**config.mk**
```make
export PLATFORM = sky130hd
export DESIGN_NAME = kb_mailbox_writer_flat
export DESIGN_NICKNAME = d
export VERILOG_FILES = /design/src/rtl/kb_mailbox_writer_pkg.sv /design/src/rtl/kb_mailbox_writer_if.sv /design/src/rtl/kb_mailbox_writer_fifo.sv /design/src/rtl/kb_mailbox_writer.sv /design/src/flat_wrapper.sv
export SDC_FILE = /design/constraint.sdc
export NUM_CORES = 1
export LEC_CHECK = 0
export ABC_CLOCK_PERIOD_IN_PS = 4000
export CAP_MARGIN = 40
export CORE_MARGIN = 1
export CORE_UTILIZATION = 30
export DETAILED_ROUTE_END_ITERATION = 12
export SLEW_MARGIN = 20
export SYNTH_ARGS = -nofsm -noshare
export SYNTH_HDL_FRONTEND = slang
export SYNTH_SLANG_ARGS = --single-unit
```
**constraint.sdc**
```tcl
create_clock -name clk -period 4 [get_ports clk]
set_input_delay 0.8 -clock clk [delete_from_list [all_inputs] [get_ports clk]]
set_output_delay 0.8 -clock clk [all_outputs]
set_load 0.02 [all_outputs]
```
**src/rtl/kb_mailbox_writer_pkg.sv**
```systemverilog
// Shared types, field positions and the mailbox word formatter for kb_mailbox_writer.
// The mailbox word is {16'h0, seq[3:0], 3'b000, valid, code[7:0]}.
package kb_mbox_pkg;

    typedef enum logic [1:0] {
        IDLE  = 2'd0,
        WRITE = 2'd1,
        HOLD  = 2'd2
    } state_t;

    localparam int         VALID_BIT  = 8;
    localparam int         SEQ_LSB    = 12;
    localparam int         SEQ_W      = 4;
    localparam logic [7:0] BREAK_CODE = 8'hF0;

    typedef struct packed {
        state_t           state;
        logic [SEQ_W-1:0] seq;
    } kb_dbg_t;

    // The valid bit keeps the word nonzero even for scan code 8'h00.
    function automatic logic [31:0] fmt_mbox(input logic [SEQ_W-1:0] seq, input logic [7:0] code);
        logic [31:0] word;
        word                     = 32'h0;
        word[7:0]                = code;
        word[VALID_BIT]          = 1'b1;
        word[SEQ_LSB +: SEQ_W]   = seq;
        return word;
    endfunction

endpackage

```
**src/rtl/kb_mailbox_writer_if.sv**
```systemverilog
// Bundle of the scan-code input, mailbox readback and memory write port of kb_mailbox_writer.
// master = the mailbox writer, slave = the decoder / memory / CPU side.
interface kb_mailbox_writer_if #(
    parameter int FIFO_DEPTH = 4
) ();
    import kb_mbox_pkg::*;

    localparam int CNT_W = $clog2(FIFO_DEPTH) + 1;

    // key_valid is a one-cycle strobe with no ready: every strobe is taken, and a key
    // that finds the buffer full is dropped and flagged in overflow. we_kb is a one-cycle
    // write with no acknowledge; memory commits data_kb on the edge that ends the pulse.
    logic             key_valid;
    logic [7:0]       key_code;
    logic [31:0]      code_key;
    logic             ovf_clr;
    logic             we_kb;
    logic [31:0]      addr_kb;
    logic [31:0]      data_kb;
    logic [CNT_W-1:0] fifo_count;
    logic             fifo_full;
    logic             overflow;
    logic             busy;
    kb_dbg_t          dbg;

    modport master (
        input  key_valid, key_code, code_key, ovf_clr,
        output we_kb, addr_kb, data_kb, fifo_count, fifo_full, overflow, busy, dbg
    );

    modport slave (
        output key_valid, key_code, code_key, ovf_clr,
        input  we_kb, addr_kb, data_kb, fifo_count, fifo_full, overflow, busy, dbg
    );

endinterface

```
**src/rtl/kb_mailbox_writer_fifo.sv**
```systemverilog
// Small synchronous FIFO for scan codes; DEPTH must be a power of two so pointers wrap naturally.
// A push into a full FIFO is accepted when a pop happens in the same cycle.
module kb_fifo #(
    parameter  int DEPTH = 4,
    parameter  int W     = 8,
    localparam int AW    = $clog2(DEPTH),
    localparam int CNT_W = AW + 1
) (
    input  logic             clk,
    input  logic             rst,
    input  logic             push,
    input  logic             pop,
    input  logic [W-1:0]     din,
    output logic [W-1:0]     dout,
    output logic [CNT_W-1:0] count,
    output logic             full,
    output logic             empty
);
    logic [W-1:0]  mem [DEPTH];
    logic [AW-1:0] wr_ptr;
    logic [AW-1:0] rd_ptr;
    logic          do_push;
    logic          do_pop;

    assign empty   = (count == '0);
    assign full    = (count == CNT_W'(DEPTH));
    assign do_pop  = pop && !empty;
    assign do_push = push && (!full || do_pop);
    assign dout    = mem[rd_ptr];

    always_ff @(posedge clk or negedge rst) begin
        if (!rst) begin
            wr_ptr <= '0;
            rd_ptr <= '0;
            count  <= '0;
        end else begin
            if (do_push) wr_ptr <= wr_ptr + AW'(1);
            if (do_pop)  rd_ptr <= rd_ptr + AW'(1);
            case ({do_push, do_pop})
                2'b10:   count <= count + CNT_W'(1);
                2'b01:   count <= count - CNT_W'(1);
                default: ;
            endcase
        end
    end

    always_ff @(posedge clk) begin
        if (do_push) mem[wr_ptr] <= din;
    end

endmodule

```
**src/rtl/kb_mailbox_writer.sv**
```systemverilog
// Keyboard-side mailbox writer: buffers scan codes and writes one at a time into the mailbox
// word once the CPU has cleared it. Optional break-code filtering under KB_BREAK_FILTER_EN.
module kb_mailbox_writer
    import kb_mbox_pkg::*;
#(
    parameter logic [31:0] MBOX_ADDR  = 32'h0000_00F0,
    parameter int          FIFO_DEPTH = 4
) (
    input  logic                 clk,
    input  logic                 rst,
    kb_mailbox_writer_if.master  mb
);
    localparam int CNT_W = $clog2(FIFO_DEPTH) + 1;

    state_t           state;
    logic [SEQ_W-1:0] seq;
    logic             we_r;
    logic [31:0]      data_r;
    logic             ovf_r;

    logic             push;
    logic             pop;
    logic             drop;
    logic             mbox_free;
    logic [7:0]       head;
    logic [CNT_W-1:0] count;
    logic             fifo_full;
    logic             fifo_empty;

`ifdef KB_BREAK_FILTER_EN
    // F0 arms a one-shot skip that swallows the released key's code that follows it.
    logic skip;

    always_ff @(posedge clk or negedge rst) begin
        if (!rst) begin
            skip <= 1'b0;
        end else if (mb.key_valid) begin
            skip <= skip ? 1'b0 : (mb.key_code == BREAK_CODE);
        end
    end

    assign push = mb.key_valid && !skip && (mb.key_code != BREAK_CODE);
`else
    assign push = mb.key_valid;
`endif

    assign pop       = (state == WRITE);
    assign drop      = push && fifo_full && !pop;
    assign mbox_free = (mb.code_key == 32'h0);

    kb_fifo #(
        .DEPTH (FIFO_DEPTH),
        .W     (8)
    ) u_fifo (
        .clk   (clk),
        .rst   (rst),
        .push  (push),
        .pop   (pop),
        .din   (mb.key_code),
        .dout  (head),
        .count (count),
        .full  (fifo_full),
        .empty (fifo_empty)
    );

    // HOLD gives the memory one edge to commit, so IDLE never acts on the pre-write code_key.
    always_ff @(posedge clk or negedge rst) begin
        if (!rst) begin
            state  <= IDLE;
            we_r   <= 1'b0;
            data_r <= 32'h0;
            seq    <= '0;
        end else begin
            if (!fifo_empty) data_r <= fmt_mbox(seq, head);
            case (state)
                IDLE: begin
                    if (!fifo_empty && mbox_free) begin
                        state <= WRITE;
                        we_r  <= 1'b1;
                    end
                end
                WRITE: begin
                    state <= HOLD;
                    we_r  <= 1'b0;
                    seq   <= seq + SEQ_W'(1);
                end
                HOLD: begin
                    state <= IDLE;
                end
                default: begin
                    state <= IDLE;
                    we_r  <= 1'b0;
                end
            endcase
        end
    end

    // A new drop outranks a clear in the same cycle.
    always_ff @(posedge clk or negedge rst) begin
        if (!rst) begin
            ovf_r <= 1'b0;
        end else if (drop) begin
            ovf_r <= 1'b1;
        end else if (mb.ovf_clr) begin
            ovf_r <= 1'b0;
        end
    end

    assign mb.we_kb      = we_r;
    assign mb.addr_kb    = MBOX_ADDR;
    assign mb.data_kb    = data_r;
    assign mb.fifo_count = count;
    assign mb.fifo_full  = fifo_full;
    assign mb.overflow   = ovf_r;
    assign mb.busy       = (state != IDLE);
    assign mb.dbg        = '{state: state, seq: seq};

endmodule

```
**src/flat_wrapper.sv**
```systemverilog
// flat-port wrapper written by rule: the top's interface ports become plain ports
module kb_mailbox_writer_flat import kb_mbox_pkg::*;
#(
    parameter logic [31:0] MBOX_ADDR  = 32'h0000_00F0,
    parameter int          FIFO_DEPTH = 4
)
  (clk, rst, mb_key_valid, mb_key_code, mb_code_key, mb_ovf_clr, mb_we_kb, mb_addr_kb, mb_data_kb, mb_fifo_count, mb_fifo_full, mb_overflow, mb_busy, mb_dbg);
  kb_mailbox_writer_if #(.FIFO_DEPTH(FIFO_DEPTH)) mb_i ();
  input  logic clk;
  input  logic rst;
  input wire logic [$bits(mb_i.key_valid)-1:0] mb_key_valid;
  input wire logic [$bits(mb_i.key_code)-1:0] mb_key_code;
  input wire logic [$bits(mb_i.code_key)-1:0] mb_code_key;
  input wire logic [$bits(mb_i.ovf_clr)-1:0] mb_ovf_clr;
  output wire logic [$bits(mb_i.we_kb)-1:0] mb_we_kb;
  output wire logic [$bits(mb_i.addr_kb)-1:0] mb_addr_kb;
  output wire logic [$bits(mb_i.data_kb)-1:0] mb_data_kb;
  output wire logic [$bits(mb_i.fifo_count)-1:0] mb_fifo_count;
  output wire logic [$bits(mb_i.fifo_full)-1:0] mb_fifo_full;
  output wire logic [$bits(mb_i.overflow)-1:0] mb_overflow;
  output wire logic [$bits(mb_i.busy)-1:0] mb_busy;
  output wire logic [$bits(mb_i.dbg)-1:0] mb_dbg;
  assign mb_i.key_valid = mb_key_valid;
  assign mb_i.key_code = mb_key_code;
  assign mb_i.code_key = mb_code_key;
  assign mb_i.ovf_clr = mb_ovf_clr;
  assign mb_we_kb = mb_i.we_kb;
  assign mb_addr_kb = mb_i.addr_kb;
  assign mb_data_kb = mb_i.data_kb;
  assign mb_fifo_count = mb_i.fifo_count;
  assign mb_fifo_full = mb_i.fifo_full;
  assign mb_overflow = mb_i.overflow;
  assign mb_busy = mb_i.busy;
  assign mb_dbg = mb_i.dbg;
  kb_mailbox_writer #(.MBOX_ADDR(MBOX_ADDR), .FIFO_DEPTH(FIFO_DEPTH)) u_core (.clk(clk), .rst(rst), .mb(mb_i));
endmodule
```
==> impl_metrics.toml, run 1 <==
[drt]
drtPass1Iterations = 4
num_vias = 1724
drt_iter0_drc = 61
ant_nets = 0
via_per_inst = 4.12
wl_per_cell_um = 13.6
drc_errors = 0
drt_wl_total_mm = 5.69

[sta]
rsz0062_at_grt = "no"
slew_headroom = 0.570
finalCriticalPeriod_ns = 2.72
drv_slew = 0
worst_pin_slew_ns = 0.646
timing.final.crit_share = 0.680
skew_ns = 0.0103
fmax_mhz = 368
finalSetupTns_ns = 0
hold_viol_final = 0
setup_viol = 0

[setup_path]
required_ns = 3.20
r2r_slack_ns = 1.76
worst_ep_arrival_time_ns = 1.92
path_max_fanout = 8
path_cells = "nor2_1, and2_1, clkdlybuf4s50_1"
rr_worst_depth = 8
startpoint = "u_core.u_fifo.count[0]$_DFFE_PN0P_"
endpoint_kind = "output pin"
crit_path_top_delay_cell = "clkdlybuf4s50_1"
critPathKind = "reg2out"
reg2reg_to = "u_core.u_fifo.count[2]$_DFFE_PN0P_"
startpoint_type = "register"
cp.depth = 3
cp_num_buf_inv = 1
crit_family = "buffers and inverters"
r2r_start = "u_core.state[1]$_DFFE_PN0P_"
crit_path_end = "mb_fifo_full"
slowest_delay_ns = 0.66

[clock_tree]
cts_hold_buf = 0
cts_tree = "yes"
cts_resized = 0
cts_buffer_depth = 2
cts_buffers = 9
cts_setup_buffers = 0
clkLatencyLatePin_ns = 0.34
clk_pin_slew_ns = 0.06
cts-root-buf = "clkbuf_8"
clock_sinks = 60
cts.htree.levels = 3

[die]
die_y_um = 101
rows = 35
io_pins = 121
core_area_um2 = 9330
initial_utilization = 0.313
fp.dieW_um = 101
die_area_um2 = 10100

[yosys]
synth_top_area_share = 0.329
avgSynthCellArea_um2 = 14.0
ys_warn_count = 0
synth_most_common_cell = "buf_4"
synthArstFlopShare = 0.467
synth.distinct_cells = 41
synth-compound-area-share = 0.0330
synth_edf_count = 32
synth-simple-area-share = 0.0711
synthCells = 209
synthTopCellsByCount = "buf_4, edfxtp_1, dfrtp_1"
ys_seq_area_frac = 0.569
synth_top_family_by_area = "buffers and inverters"
synthXorXnorAreaFrac = 0.0210
ys_seq_elements = 60
synthMuxAreaShare = 0.120
synth_top_cell_by_area = "edfxtp_1"
synth_fa_ha_area_frac = 0.0283
ys.flop_type = "edfxtp_1"
synth_area_leaders = "edfxtp_1, dfrtp_1, buf_4"
syn-cell-area_um2 = 2920

[finish]
finalNetCount = 334
n_antenna_cell = 0
syn2layout_area_growth_pct = 27.2
final_cell_area_um2 = 3720
final_layout_size_suffix_gt1_frac = 0.152

[placement]
place_congestion = 0.731
placed_cell_area_um2 = 3550
dpl.hpwl_mm = 4.10
port_buffers = 69

[grt]
overflow = 0
grt_pass1_vias = 1822
grt_pass1_wl_mm = 8.96
grt_max_degree = 29
grtUsageTotal = 0.120
antenna_found_initial = 0

[flow_run]
drv_cap = 0

[min_path]
holdPathStages = 1
hp-class = "reg2reg"

[power_and_ir_drop]
vdd_drop_max_v = 0.000313
power_density_nw_per_um2 = 510
power_leakage_nw = 1.47

[outcome]
run_status = "finished, final reports clean"
==> area by class of cell <==
type	count	area [µm²]
timing repair buffer	71	706
tap	129	161
clock buffer	11	131
fill	886	5610
inverter	8	35.0
sequential	60	1660
clock inverter	5	30.0
multi-input combinational	134	991
==> sequential cells by signal (all words and copies together) (netlist names) <==
| name | count |
|---|---|
| u_core.state | 2 |
| u_core.mb.overflow | 1 |
| u_core.u_fifo.wr_ptr | 2 |
| u_core.mb.we_kb | 1 |
| u_core.seq | 4 |
| u_core.u_fifo.mem | 32 |
| u_core.u_fifo.rd_ptr | 2 |
| u_core.u_fifo.count | 3 |
| u_core.mb.data_kb | 13 |
==> layer usage <==
layer,share of wire,vias to the layer above,track usage,wire [µm]
met5,0,-,0,0
met4,0.012,0,0.0569,68
met3,0.086,7,0.0354,489
met2,0.51,93,0.219,2920
met1,0.39,839,0.127,2220
li1,-,785,-,-
==> worst min-delay path by stage <==
stage | startpoint | to | slack [ns]
after global routing | u_core.mb.data_kb[8]$_DFFE_PN0P_ | u_core.mb.data_kb[8]$_DFFE_PN0P_ | 0.50
after floorplan | rst | u_core.mb.data_kb[0]$_DFFE_PN0P_ | 0.50
after detailed placement | u_core.mb.data_kb[8]$_DFFE_PN0P_ | u_core.mb.data_kb[8]$_DFFE_PN0P_ | 0.46
after CTS | u_core.mb.data_kb[8]$_DFFE_PN0P_ | u_core.mb.data_kb[8]$_DFFE_PN0P_ | 0.48
after global placement | u_core.mb.data_kb[8]$_DFFE_PN0P_ | u_core.mb.data_kb[8]$_DFFE_PN0P_ | 0.45
final | u_core.mb.data_kb[8]$_DFFE_PN0P_ | u_core.mb.data_kb[8]$_DFFE_PN0P_ | 0.48
==> stage by stage <==
step | power [mW] | setup slack [ns] | std cells | utilization | hold WS (ns)
finish | 1.90 | 1.28 | 418 | 0.398 | 0.481
global route | 2.02 | 1.16 | 418 | 0.398 | 0.501
CTS | 1.93 | 1.23 | 418 | 0.398 | 0.477
detailed placement | 1.46 | 1.34 | 402 | 0.381 | 0.456
global placement | 1.45 | 1.36 | 402 | 0.381 | 0.452
floorplan | 1.25 | 1.93 | 258 | - | 0.504
==> logic make-up (layout without fill, tap and decap cells) <==
logic type,after synthesis,count (layout)
buffers and inverters,64,95
DFF,60,60
and+or+nand+nor,36,36
muxes,23,23
AOI/OAI and AO/OA,11,11
xor gates and xnor gates,7,7
adders and majority gates,6,6
other,2,51
==> power by group <==
group	switching (mW)	internal [mW]	leakage (nW)	total, mW
clock network	0.237	0.221	0.0791	0.459
logic	0.305	0.271	0.740	0.576
registers	0.0748	0.786	0.649	0.861
total	0.617	1.28	1.47	1.90
==> layout by cell type (no fill, tap or decap), types with 2 or more instances in the layout <==
master,instances
a21oi_1,2
and2_1,5
buf_4,2
clkbuf_1,2
clkbuf_8,9
clkdlybuf4s50_1,69
clkinv_2,3
clkinvlp_4,2
conb_1,51
dfrtp_1,28
edfxtp_1,32
ha_1,5
inv_1,7
mux2_2,12
mux4_2,8
nand2_1,9
nand2b_1,2
nand4_1,2
nor2_1,3
nor4_1,7
o211ai_1,2
or2_2,2
xnor2_1,6
(Power assumes the default switching activity.)
==> run 2, diff against run 1 <==
--- a/config.mk
+++ b/config.mk
@@ -5,7 +5,7 @@
 export SDC_FILE = /design/constraint.sdc
 export NUM_CORES = 1
 export LEC_CHECK = 0
-export ABC_CLOCK_PERIOD_IN_PS = 4000
+export ABC_CLOCK_PERIOD_IN_PS = 2300
 export CAP_MARGIN = 40
 export CORE_MARGIN = 1
 export CORE_UTILIZATION = 30
==> constraint.sdc (replaced) <==
create_clock -name clk -period 2.3 [get_ports clk]
set_input_delay 0.46 -clock clk [delete_from_list [all_inputs] [get_ports clk]]
set_output_delay 0.46 -clock clk [all_outputs]
set_load 0.02 [all_outputs]
==> run 2 against run 1 <==
Via count is 1.2% higher; combinational power up 82%; critical path depth fell by 1.
==> impl_metrics.toml, run 2 (same netlist as run 1, synthesis figures left out) <==
[outcome]
run_status = "finished, final reports clean"

[grt]
grtUsageTotal = 0.116
grt_max_degree = 29
grt_pass1_wl_mm = 8.70
overflow = 0
grt_pass1_vias = 1703
antenna_found_initial = 0

[die]
initial_utilization = 0.313
io_pins = 121
rows = 35
die_area_um2 = 10100
core_area_um2 = 9330
die_y_um = 101
fp.dieW_um = 101

[sta]
timing.final.crit_share = 0.897
setup_viol = 0
skew_ns = 0.0102
fin_ws_ns = 0.236
finalSetupTns_ns = 0
finalCriticalPeriod_ns = 2.06
slew_headroom = 0.622
drv_slew = 0
fmax_mhz = 485
rsz0062_at_grt = "no"
hold_viol_final = 0
worst_pin_slew_ns = 0.568

[setup_path]
cp_num_buf_inv = 1
worst_ep_arrival_time_ns = 1.60
critPathKind = "reg2out"
slowest_delay_ns = 0.54
path_max_fanout = 3
endpoint_kind = "output pin"
startpoint_type = "register"
path_cells = "or2_2, clkdlybuf4s50_1"
required_ns = 1.84
crit_path_top_delay_cell = "clkdlybuf4s50_1"
crit_family = "buffers and inverters"

[min_path]
hp-class = "reg2reg"

[drt]
ant_nets = 0
wl_per_cell_um = 13.5
via_per_inst = 4.14
drc_errors = 0
drt_wl_total_mm = 5.68
drtPass1Iterations = 4
num_vias = 1745
drt_iter0_drc = 32

[finish]
layout_commonest_cell = "clkdlybuf4s50_1"
largest-register = "u_core.u_fifo.mem"
n_antenna_cell = 0
final_layout_size_suffix_gt1_frac = 0.167
mostFrequentLayoutCells = "clkdlybuf4s50_1, conb_1, edfxtp_1"
largest_reg_flops = 32
finalNetCount = 338
final_core_util = 0.403
syn2layout_area_growth_pct = 28.8

[clock_tree]
cts_buffer_depth = 2
cts_hold_buf = 0
cts_setup_buffers = 0
cts-root-buf = "clkbuf_8"
cts_buffers = 9
cts_resized = 0
clkLatencyLatePin_ns = 0.33
clk_pin_slew_ns = 0.07
clock_sinks = 60
cts.htree.levels = 3
cts_tree = "yes"

[placement]
place_ws_ns = 0.103
place_congestion = 0.755
dpl.hpwl_mm = 4.32
port_buffers = 69

[flow_run]
drv_cap = 0

[power_and_ir_drop]
power_leakage_nw = 1.51
vdd_drop_max_v = 0.000536
power_density_nw_per_um2 = 891
[run 2: changes by cell type in the layout (fill, tap and decap cells not counted), sizes merged]
cell | previous run | this run
buf | 2 | 6
clkbuf | 11 | 9
clkdlybuf4s50 | 69 | 68
clkinv | 3 | 5
clkinvlp | 2 | 1
dlymetal6s2s | 0 | 1
inv | 8 | 9
[run 2: worst reg2reg max path, stage by stage, from the launching register on]
cell      delay [ns]
dfrtp_1         0.51
nor3_2          0.09
nor2_1          0.24
nand2_1         0.11
fa_1            0.39
nor2b_1         0.16
nand2_1         0.09
o31a_1          0.10
o211ai_1        0.17
[run 2: path summary, 6_finish.rpt]
path	startpoint	endpoint	slack (ns)	depth (start not counted)
hold reg to reg	u_core.mb.data_kb[8]$_DFFE_PN0P_	u_core.mb.data_kb[8]$_DFFE_PN0P_	0.47	1
max in group asynchronous	rst	u_core.mb.data_kb[5]$_DFFE_PN0P_	1.50	2
setup reg to reg	u_core.u_fifo.count[2]$_DFFE_PN0P_	u_core.u_fifo.count[2]$_DFFE_PN0P_	0.35	8
hold / removal	u_core.mb.data_kb[8]$_DFFE_PN0P_	u_core.mb.data_kb[8]$_DFFE_PN0P_	0.47	1
setup / recovery	u_core.state[1]$_DFFE_PN0P_	mb_busy	0.24	2
min in group asynchronous	rst	u_core.mb.data_kb[15]$_DFFE_PN0P_	0.52	2
[run 2: power breakdown]
group	total (mW)	switching [mW]	internal (mW)	leakage (nW)
Sequential	1.49	0.122	1.37	0.649
Clock	0.817	0.424	0.393	0.0872
Combinational	1.05	0.553	0.495	0.775
Total	3.35	1.10	2.26	1.51
[run 2: metal layers]
metal / track usage / share of wire / vias up
met3: 0.0388 / 0.099 / 9
met2: 0.202 / 0.49 / 108
li1: - / - / 800
met5: 0 / 0 / -
met4: 0.0468 / 0.014 / 0
met1: 0.132 / 0.40 / 828
[run 2: per-stage QoR]
step | cells | hold WS, ns | power [mW] | instance area, µm²
floorplan | 258 | 0.164 | 2.17 | 3110
global placement | 406 | 0.451 | 2.55 | 3580
detailed placement | 406 | 0.456 | 2.58 | 3580
CTS | 422 | 0.477 | 3.41 | 3760
global route | 422 | 0.506 | 3.55 | 3760
finish | 422 | 0.474 | 3.35 | 3760
[run 2: layout make-up]
| class | instances | area [µm²] |
|---|---|---|
| clock buffer | 9 | 124 |
| clock inverter | 7 | 51.3 |
| fill | 914 | 5570 |
| inverter | 8 | 35.0 |
| multi-input combinational | 134 | 991 |
| sequential | 60 | 1660 |
| tap | 129 | 161 |
| timing repair buffer | 75 | 738 |
==> run 3, diff against run 2 <==
--- a/config.mk
+++ b/config.mk
@@ -10,6 +10,7 @@
 export CORE_MARGIN = 1
 export CORE_UTILIZATION = 30
 export DETAILED_ROUTE_END_ITERATION = 12
+export SKIP_CTS_REPAIR_TIMING = 1
 export SLEW_MARGIN = 20
 export SYNTH_ARGS = -nofsm -noshare
 export SYNTH_HDL_FRONTEND = slang
==> results of run 3 <==
Same layout as run 2: the final DEF is identical, and so are final timing and power.
==> RTL change, RTL diff (config.mk and constraints of run 2) <==
`SEQ_W`: 4 -> 6.
--- a/src/rtl/kb_mailbox_writer_pkg.sv
+++ b/src/rtl/kb_mailbox_writer_pkg.sv
@@ -11,5 +11,5 @@
     localparam int         VALID_BIT  = 8;
     localparam int         SEQ_LSB    = 12;
-    localparam int         SEQ_W      = 4;
+    localparam int         SEQ_W      = 6;
     localparam logic [7:0] BREAK_CODE = 8'hF0;
 
Ports: changed (resized mb_dbg); port bits go from 121 to 123. The function was not compared with the original's and may differ.
==> RTL change against run 2 <==
  * Cell count increased by 3.6%
  * Design area increased by 5.3%
  * Total power increased by 4.8%
  * Sequential cell count increased by 4
  * Setup slack improved by 5.4 ps
  * Fmax increased by 0.26%
  * Area after synthesis increased by 4.8%
  * Routed wire length decreased by 3.0%
  * Largest cell class unchanged
==> RTL change: results (changes against run 2) <==
| Metric | Value |
|---|---|
| NonClk Buf Share | `19.4% (was 19.6%)` |
| Status | `finished, final reports clean (unchanged)` |
| Slowest cell on the critical path | `clkdlybuf4s50_1 (unchanged)` |
| Pin count of the biggest net entering global routing | `33 (was 29)` |
| Worst Hold Depth | `1 (unchanged)` |
| Count of non-CTS buffers in the layout | `78 (was 75)` |
| Initial antenna violation count | `0 (unchanged)` |
| Layout cell share with drive strength beyond 1 | `15.8% (was 16.7%)` |
| Routed met2 length | `2920 um (was 2760 um)` |
| Distinct cells, synth | `42 (was 41)` |
| Fillers | `948 (was 914)` |
| Register bit total from synthesis | `64 (was 60)` |
| YS warnings | `0 (unchanged)` |
| Multi-input gates | `138 (was 134)` |
| Leakage | `1.59 nW (was 1.51 nW)` |
| M1 WL | `2240 um (was 2280 um)` |
| Async SR Flop Fraction | `50.0% (was 46.7%)` |
| RePlAce Congestion | `0.721 (was 0.755)` |
| Via count | `1,764 (was 1,745)` |
| Critical Path Fanout Max | `3 (unchanged)` |
| H-tree levels | `3 (unchanged)` |
| Highest Signal Layer | `met4 (unchanged)` |
| Met1 global-route usage | `13.6% (was 13.2%)` |
| Clock skew | `7.81 ps (was 10.2 ps)` |
| Initial DRC Count | `51 (was 32)` |
| Post-CTS resize count | `1 (was 0)` |
| Post-Route WL | `5500 um (was 5680 um)` |
| DPL Wire Length | `4070 um (was 4320 um)` |
| Hold slack | `473 ps (was 474 ps)` |
| Drt first pass iters | `4 (unchanged)` |
| Synth area leaders | `edfxtp_1 31%, dfrtp_1 26%, buf_4 12% (was edfxtp_1 33%, dfrtp_1 24%, buf_4 13%)` |
| Synth cell count leaders | `50 x buf_4, 32 x dfrtp_1, 32 x edfxtp_1 (was 52 x buf_4, 32 x edfxtp_1, 28 x dfrtp_1)` |
| Root Driver | `clkbuf_8 (unchanged)` |
| Hold crit path type | `flop to flop (unchanged)` |
| Clock-cell share | `5.15% (was 4.66%)` |
| Post-synthesis sequential area ratio | `57.5% (was 56.9%)` |
| Met3 usage | `2.98% (was 3.88%)` |
| Clock buffers | `14 (was 9)` |
| Routed wl met3 | `247 um (was 564 um)` |
| First-pass GRT wire length | `9100 um (was 8700 um)` |
| Maximum VDD drop | `0.484 mV (was 0.536 mV)` |
| Worst Reg-to-Reg Cells | `7 (was 8)` |
| Grt met2 use | `20.6% (was 20.2%)` |
| Sequential cell area share | `44.5% (was 44.2%)` |
| GRT Total Usage | `11.8% (was 11.6%)` |
| Multi-input gate area | `1030 um2 (was 991 um2)` |
| IO buf count | `73 (was 69)` |
| Reg-to-reg setup timing slack | `370 ps (was 350 ps)` |
| Total Nets Final | `349 (was 338)` |
| Reg2reg end | `u_core.u_fifo.count[1]$_DFFE_PN0P_ (was u_core.u_fifo.count[2]$_DFFE_PN0P_)` |
[RTL change: power by group]
group          total (mW)  switching (mW)  internal (mW)
logic               0.989           0.518          0.470
registers            1.57           0.135           1.44
clock network       0.952           0.410          0.542
total                3.52            1.06           2.45
[RTL change: kinds of logic (layout without fill, tap and decap cells)]
logic type                 count (synthesis)  in the layout  share of synthesized area [%]
AOI/OAI and AO/OA                         11             11                           3.02
xor gates and xnor gates                  10             10                           2.86
adders and majority gates                  6              6                           2.70
buffers and inverters                     64            102                           14.6
DFF                                       64             64                           57.5
muxes                                     24             24                           11.7
other                                      2             49                          0.245
and+or+nand+nor                           38             38                           7.31
[RTL change: stage by stage]
| stage | instances | area [um2] | setup slack (ps) | utilization, % |
|---|---|---|---|---|
| detailed placement | 421 | 3760 | 186 | 38.3 |
| floorplan | 266 | 3240 | 215 | - |
| global route | 437 | 3960 | 159 | 40.3 |
| finish | 437 | 3960 | 242 | 40.3 |
| CTS | 437 | 3960 | 219 | 40.3 |
| global placement | 421 | 3760 | 218 | 38.3 |
[RTL change: worst max path at each step]
stage,start,to,slack (ps),depth (start not counted)
after floorplan,u_core.u_fifo.count[0]$_DFFE_PN0P_,u_core.u_fifo.count[1]$_DFFE_PN0P_,220,8
after global placement,mb_key_valid,u_core.u_fifo.count[1]$_DFFE_PN0P_,220,7
after detailed placement,mb_key_valid,u_core.u_fifo.count[1]$_DFFE_PN0P_,190,7
after CTS,u_core.state[1]$_DFFE_PN0P_,mb_busy,220,2
after global routing,u_core.u_fifo.count[2]$_DFFE_PN0P_,u_core.u_fifo.count[1]$_DFFE_PN0P_,160,7
final,u_core.state[1]$_DFFE_PN0P_,mb_busy,240,2
